File: config.mk
export PLATFORM = sky130hd
export DESIGN_NAME = lm_wb_sequencer
export DESIGN_NICKNAME = d
export VERILOG_FILES = /design/src/rtl/lm_seq_pkg.sv /design/src/rtl/lowest_set_bit_enc.sv /design/src/rtl/lm_wb_sequencer.sv
export SDC_FILE = /design/constraint.sdc
export NUM_CORES = 1
export LEC_CHECK = 0
export ABC_AREA = 1
export ABC_CLOCK_PERIOD_IN_PS = 1800
export CAP_MARGIN = 5
export CORE_MARGIN = 2
export CORE_UTILIZATION = 41
export CTS_BUF_LIST = sky130_fd_sc_hd__clkbuf_8
export CTS_CLUSTER_SIZE = 24
export DETAILED_ROUTE_END_ITERATION = 16
export PLACE_DENSITY = 0.79
export SLEW_MARGIN = 10
export SYNTH_ARGS = -nofsm -noshare
export SYNTH_HDL_FRONTEND = slang
export SYNTH_SLANG_ARGS = --single-unit
File: constraint.sdc
create_clock -name clk -period 1.8 [get_ports clk]
set_input_delay 0.36 -clock clk [delete_from_list [all_inputs] [get_ports clk]]
set_output_delay 0.36 -clock clk [all_outputs]
set_load 0.01 [all_outputs]
File: src/rtl/lm_seq_pkg.sv
// ---------------------------------------------------------------------------
// lm_seq_pkg
// Shared constants and the sequencer state type for the Load-Multiple
// write-back sequencer.
//   DATA_W      data / memory address width
//   REG_ADDR_W  register index width
//   MASK_W      register mask width (= 2**REG_ADDR_W)
//   PC_REG_IDX  index of the program counter register (R7)
//   lm_state_e  IDLE / REQ / WRITE / DONE
// ---------------------------------------------------------------------------
package lm_seq_pkg;

   localparam int DATA_W     = 16;
   localparam int REG_ADDR_W = 3;
   localparam int MASK_W     = 8;
   localparam int PC_REG_IDX = 7;

   typedef enum logic [1:0] {
      ST_IDLE  = 2'd0,
      ST_REQ   = 2'd1,
      ST_WRITE = 2'd2,
      ST_DONE  = 2'd3
   } lm_state_e;

endpackage

File: src/rtl/lowest_set_bit_enc.sv
// ---------------------------------------------------------------------------
// lowest_set_bit_enc
// Combinational priority encoder: index of the lowest set bit of a mask.
//   mask_i   in   MASK_W  mask to encode
//   idx_o    out  IDX_W   index of lowest set bit (0 when mask is empty)
//   valid_o  out  1       mask has at least one bit set
// ---------------------------------------------------------------------------
module lowest_set_bit_enc #(
   parameter int MASK_W = 8,
   parameter int IDX_W  = 3
) (
   input  logic [MASK_W-1:0] mask_i,
   output logic [IDX_W-1:0]  idx_o,
   output logic              valid_o
);

   always_comb begin
      idx_o   = '0;
      valid_o = |mask_i;
      // Scan downwards so the last hit (lowest index) wins.
      for (int i = MASK_W - 1; i >= 0; i--) begin
         if (mask_i[i]) begin
            idx_o = IDX_W'(i);
         end
      end
   end

endmodule

File: src/rtl/lm_wb_sequencer.sv
// ---------------------------------------------------------------------------
// lm_wb_sequencer
// Load-Multiple sequencer: one memory read per set bit of the register mask,
// each loaded word written to the register file through the shared
// write-back port. The pipeline write-back always has priority on that port.
//
// Ports
//   clk, reset              clock; synchronous active-high reset
//   start, mask, base_addr  LM issue; sampled only in IDLE
//   busy, done              pipeline stall / one-cycle completion pulse
//   mem_req, mem_addr       read request and address
//   mem_ack, mem_rdata      request accepted; data valid in the same cycle
//   wb_we_in/addr/data      pipeline write-back request
//   rf_we/waddr/wdata       register-file write port
//   flush                   R7 reloaded by this LM (optional feature)
//   state_o                 current FSM state, for observation
//
// Handshake: a read transfers in the cycle where mem_req && mem_ack; until
// then mem_addr holds steady. The register-file port is a plain
// write-enable: the sequencer only writes when wb_we_in is low.
//
// Optional feature: define LM_SEQ_PC_FLUSH_EN to raise flush in the DONE
// cycle when the sequence wrote R7. Without it flush is tied low.
// ---------------------------------------------------------------------------
module lm_wb_sequencer
   import lm_seq_pkg::*;
#(
   parameter int DATA_W_P     = DATA_W,
   parameter int REG_ADDR_W_P = REG_ADDR_W,
   parameter int MASK_W_P     = MASK_W
) (
   input  logic                    clk,
   input  logic                    reset,
   input  logic                    start,
   input  logic [MASK_W_P-1:0]     mask,
   input  logic [DATA_W_P-1:0]     base_addr,
   output logic                    busy,
   output logic                    done,
   output logic                    mem_req,
   output logic [DATA_W_P-1:0]     mem_addr,
   input  logic                    mem_ack,
   input  logic [DATA_W_P-1:0]     mem_rdata,
   input  logic                    wb_we_in,
   input  logic [REG_ADDR_W_P-1:0] wb_addr_in,
   input  logic [DATA_W_P-1:0]     wb_data_in,
   output logic                    rf_we,
   output logic [REG_ADDR_W_P-1:0] rf_waddr,
   output logic [DATA_W_P-1:0]     rf_wdata,
   output logic                    flush,
   output lm_state_e               state_o
);

   lm_state_e             state_q, state_d;
   logic [MASK_W_P-1:0]   mask_q,  mask_d;
   logic [DATA_W_P-1:0]   addr_q,  addr_d;
   logic [DATA_W_P-1:0]   hold_q,  hold_d;

   logic [MASK_W_P-1:0]     enc_in;
   logic [REG_ADDR_W_P-1:0] lsb_idx;
   logic                    lsb_valid;
   logic [MASK_W_P-1:0]     mask_clr;

   // In IDLE the encoder looks at the incoming mask to decide whether there
   // is anything to load; afterwards it tracks the remaining mask. The
   // remaining mask does not change between the ack in REQ and the write,
   // so the encoder output in WRITE is the target register of the load.
   assign enc_in = (state_q == ST_IDLE) ? mask : mask_q;

   lowest_set_bit_enc #(
      .MASK_W (MASK_W_P),
      .IDX_W  (REG_ADDR_W_P)
   ) u_enc (
      .mask_i  (enc_in),
      .idx_o   (lsb_idx),
      .valid_o (lsb_valid)
   );

   assign mask_clr = mask_q & ~(MASK_W_P'(1) << lsb_idx);

`ifdef LM_SEQ_PC_FLUSH_EN
   logic flag_q, flag_d;
`endif

   always_comb begin
      state_d  = state_q;
      mask_d   = mask_q;
      addr_d   = addr_q;
      hold_d   = hold_q;
`ifdef LM_SEQ_PC_FLUSH_EN
      flag_d   = flag_q;
`endif
      mem_req  = 1'b0;
      mem_addr = '0;
      done     = 1'b0;
      rf_we    = wb_we_in;
      rf_waddr = wb_addr_in;
      rf_wdata = wb_data_in;

      case (state_q)
         ST_IDLE: begin
            if (start) begin
               mask_d  = mask;
               addr_d  = base_addr;
`ifdef LM_SEQ_PC_FLUSH_EN
               flag_d  = 1'b0;
`endif
               state_d = lsb_valid ? ST_REQ : ST_DONE;
            end
         end
         ST_REQ: begin
            mem_req  = 1'b1;
            mem_addr = addr_q;
            if (mem_ack) begin
               hold_d  = mem_rdata;
               state_d = ST_WRITE;
            end
         end
         ST_WRITE: begin
            // Pipeline write-back owns the port; retry next cycle.
            if (!wb_we_in) begin
               rf_we    = 1'b1;
               rf_waddr = lsb_idx;
               rf_wdata = hold_q;
               mask_d   = mask_clr;
               addr_d   = addr_q + DATA_W_P'(1);
`ifdef LM_SEQ_PC_FLUSH_EN
               if (lsb_idx == REG_ADDR_W_P'(PC_REG_IDX)) begin
                  flag_d = 1'b1;
               end
`endif
               state_d  = (mask_clr == '0) ? ST_DONE : ST_REQ;
            end
         end
         ST_DONE: begin
            done    = 1'b1;
            state_d = ST_IDLE;
         end
         default: begin
            state_d = ST_IDLE;
         end
      endcase
   end

   always_ff @(posedge clk) begin
      if (reset) begin
         state_q <= ST_IDLE;
         mask_q  <= '0;
         addr_q  <= '0;
         hold_q  <= '0;
      end else begin
         state_q <= state_d;
         mask_q  <= mask_d;
         addr_q  <= addr_d;
         hold_q  <= hold_d;
      end
   end

`ifdef LM_SEQ_PC_FLUSH_EN
   always_ff @(posedge clk) begin
      if (reset) begin
         flag_q <= 1'b0;
      end else begin
         flag_q <= flag_d;
      end
   end
   assign flush = (state_q == ST_DONE) && flag_q;
`else
   assign flush = 1'b0;
`endif

   assign busy    = (state_q != ST_IDLE);
   assign state_o = state_q;

endmodule

==> impl_metrics.tcl <==
set metrics [dict create \
    cp-startpoint "state_o[0]" \
    grtUsageTotal_pct 30.4 \
    status "complete, but fails checks" \
    end_kind "primary output" \
    grt_max_degree 33 \
    antenna_cells 0 \
    violations "negative setup slack" \
    final_area_um2 5580 \
    layout_min_cycle_time_ns 2.25 \
    antenna_found_initial 0 \
    cp.arrival_ns 1.89 \
    powerDensity_nw_per_um2 1060 \
    wl_um 16100 \
    die-area_um2 7170 \
    initial_core_util_pct 42.3 \
    yosys_warnings 0 \
    preCtsSetupSlack_ns -0.619 \
    drive_above_1_share_pct 52.5 \
    reg2reg_depth 18 \
    synth.distinct_cells 34 \
    clkSinkCount 42 \
    clk_pin_slew_ns 0.09 \
    min_path_type "register to register" \
    startpoint_type "register" \
    grt_pass1_wl_um 17600 \
    hold_viol 0 \
    insertion_delay_ns 0.31 \
    clock.fmax_ghz 0.444 \
    area_growth_pct 109 \
    final_common_cell "buf_4" \
    finClkSkew_ns 0.0136 \
    r2r_slack_ns -0.44 \
    via_per_inst 6.17 \
    syn-cell-area_um2 2670 \
    min_to "addr_q[15]" \
    grt_overflow 0 \
    ios 106 \
    critPathMaxFanout 6 \
    dieWidth_um 84.7 \
    synth_nets 480 \
    drc 0 \
    coreArea_um2 6310 \
    avgRoutedWirePerCell_um 23.2 \
    ant_nets 0 \
    r2r_end "state_o[1]" \
    first_pass_iters 5 \
    worstSetupPathType "register to primary output" \
    fin_crit_sh_pct 125 \
    ir_drop_mv 0.934 \
    die_h_um 84.7 \
    drv_cap 0 \
    finalMaxSlewViolations 0 \
    setup_viol 61 \
    first_iter_violations 436 \
    gp_congestion 0.920 \
    required_ns 1.44 \
    h-tree-depth 2 \
    finalPower_mw 5.92 \
    dpl_cell_area_um2 4120 \
    hold_depth 2 \
    dpl.hpwl_um 6240 \
    syn_avg_cell_area_um2 6.43 \
    hold_start "addr_q[15]" \
    std_cell_rows 29 \
    relSlewSlack_pct 53.9 \
    clockBufferDepth 2 \
    synth-seq-cells 42 \
    vias 4292 \
    cts_root_buf "clkbuf_8" \
    io_buffer_count 104 \
    p_leak_nw 2.39 \
    worstReg2RegStart "state_o[0]" \
    seq_area_frac_synth_pct 31.5 \
    nets 683 \
    tightest_slew_ns 0.691 \
    setup_ws_ns -0.453 \
    mostFrequentLayoutCells "74 x buf_4, 64 x clkdlybuf4s50_1, 43 x nand2_2" \
    fillers 272 \
    rsz0062_at_grt "true" \
    cts_tree "done" \
    tns_ns -12.10 \
    cts_made_buffers 5 \
    holdWs_ns 0.479 \
    grt_pass1_vias 3743 \
    syn_inst 415 \
]
-- sequential cells by signal (all words and copies together) (netlist names) --
| signal | cells |
|---|---|
| mask_q | 8 |
| hold_q | 16 |
| state_o | 2 |
| addr_q | 16 |
-- worst max path at each step --
stage	to	cells past startpoint
after CTS	rf_waddr[1]	12
after global placement	rf_waddr[0]	12
after detailed placement	rf_waddr[0]	12
after global routing	state_o[1]	18
after floorplan	rf_wdata[0]	7
final	rf_waddr[0]	13
-- kinds of logic (layout without fill, tap and decap cells) --
kind of cell	after synthesis	count (layout)	synth area share (%)
flip-flops	42	42	31.5
other	1	1	0.140
AND/OR/NAND/NOR	173	173	28.4
AO/OA/AOI/OAI	115	115	24.6
buffers and inverters	76	280	12.5
XOR/XNOR	7	7	2.30
adder cells (fa/ha/maj)	1	1	0.469
-- layer usage --
metal | GRT usage, % | vias up | share of wire [%]
met5 | 0 | - | 0
met4 | 15.0 | 0 | 9.4
met3 | 4.82 | 152 | 9.0
met2 | 55.4 | 379 | 47
met1 | 34.1 | 1998 | 34
li1 | - | 1763 | -
-- critical path, stage by stage, from the launching register on --
cell,delay [ns]
dfxtp_4,0.39
nor2_4,0.15
buf_6,0.16
buf_6,0.11
nand2_2,0.04
o21ai_2,0.07
nand2_1,0.09
nand2_1,0.07
nand2_1,0.07
nand2_2,0.08
nand2_2,0.06
nand2_2,0.10
o21ai_2,0.06
buf_2,0.13
-- metrics by stage --
| stage | cells | util (%) |
|---|---|---|
| 2_1_floorplan | 415 | - |
| 3_3_place_gp | 628 | 65.2 |
| 3_5_place_dp | 628 | 65.2 |
| 4_1_cts | 677 | 75.8 |
| 5_1_grt | 696 | 88.3 |
| 6_report | 696 | 88.3 |
-- power breakdown --
| group | internal, mW | switching (mW) |
|---|---|---|
| registers | 1.12 | 0.199 |
| clock network | 0.410 | 0.387 |
| logic | 1.75 | 2.05 |
| total | 3.28 | 2.64 |
-- timing repair --
item / in CTS / in global routing
pin swaps: 31 / 48
endpoints found under the setup margin: 65 / 62
resized for setup: 262 / 170
hold buffers: 0 / 0
cloned: 7 / 5
setup buffers: 35 / 19
-- synthesized netlist by cell type --
library cell	count	share of area (%)
nand4_1	3	0.70
and2_4	1	0.33
o21ai_0	56	10
clkinv_1	1	0.14
nand3_4	1	0.66
o21ai_2	4	1.3
clkinv_4	1	0.33
inv_1	44	6.2
ha_1	1	0.47
a21oi_1	33	6.2
clkbuf_1	15	2.1
o211ai_1	7	2.0
buf_2	2	0.37
a221oi_1	5	1.6
nor2_1	45	6.3
a31oi_1	2	0.47
nor3_2	1	0.37
nand2_2	8	1.9
nand2_1	91	13
nor2_4	2	0.84
inv_2	7	0.98
a21oi_2	1	0.33
dfxtp_1	42	31
nand3_1	14	2.6
o22ai_1	4	0.94
nor2_2	3	0.70
nor3_1	2	0.37
nand2_4	2	0.84
xor2_1	7	2.3
buf_4	1	0.28
conb_1	1	0.14
buf_6	5	2.1
a221oi_2	2	1.1
o21ai_1	1	0.19
-- area by class of cell --
type	instances	area [µm²]	share of cell area [%]
Clock buffer	5	68.8	1.23
Clock inverter	3	40.0	0.718
Inverter	53	240	4.31
Multi-Input combinational cell	297	2110	37.8
Sequential cell	42	857	15.4
Tap cell	77	96.3	1.73
Timing Repair Buffer	218	2160	38.7
Timing Repair inverter	1	11.3	0.202
(Power assumes the default switching activity.)
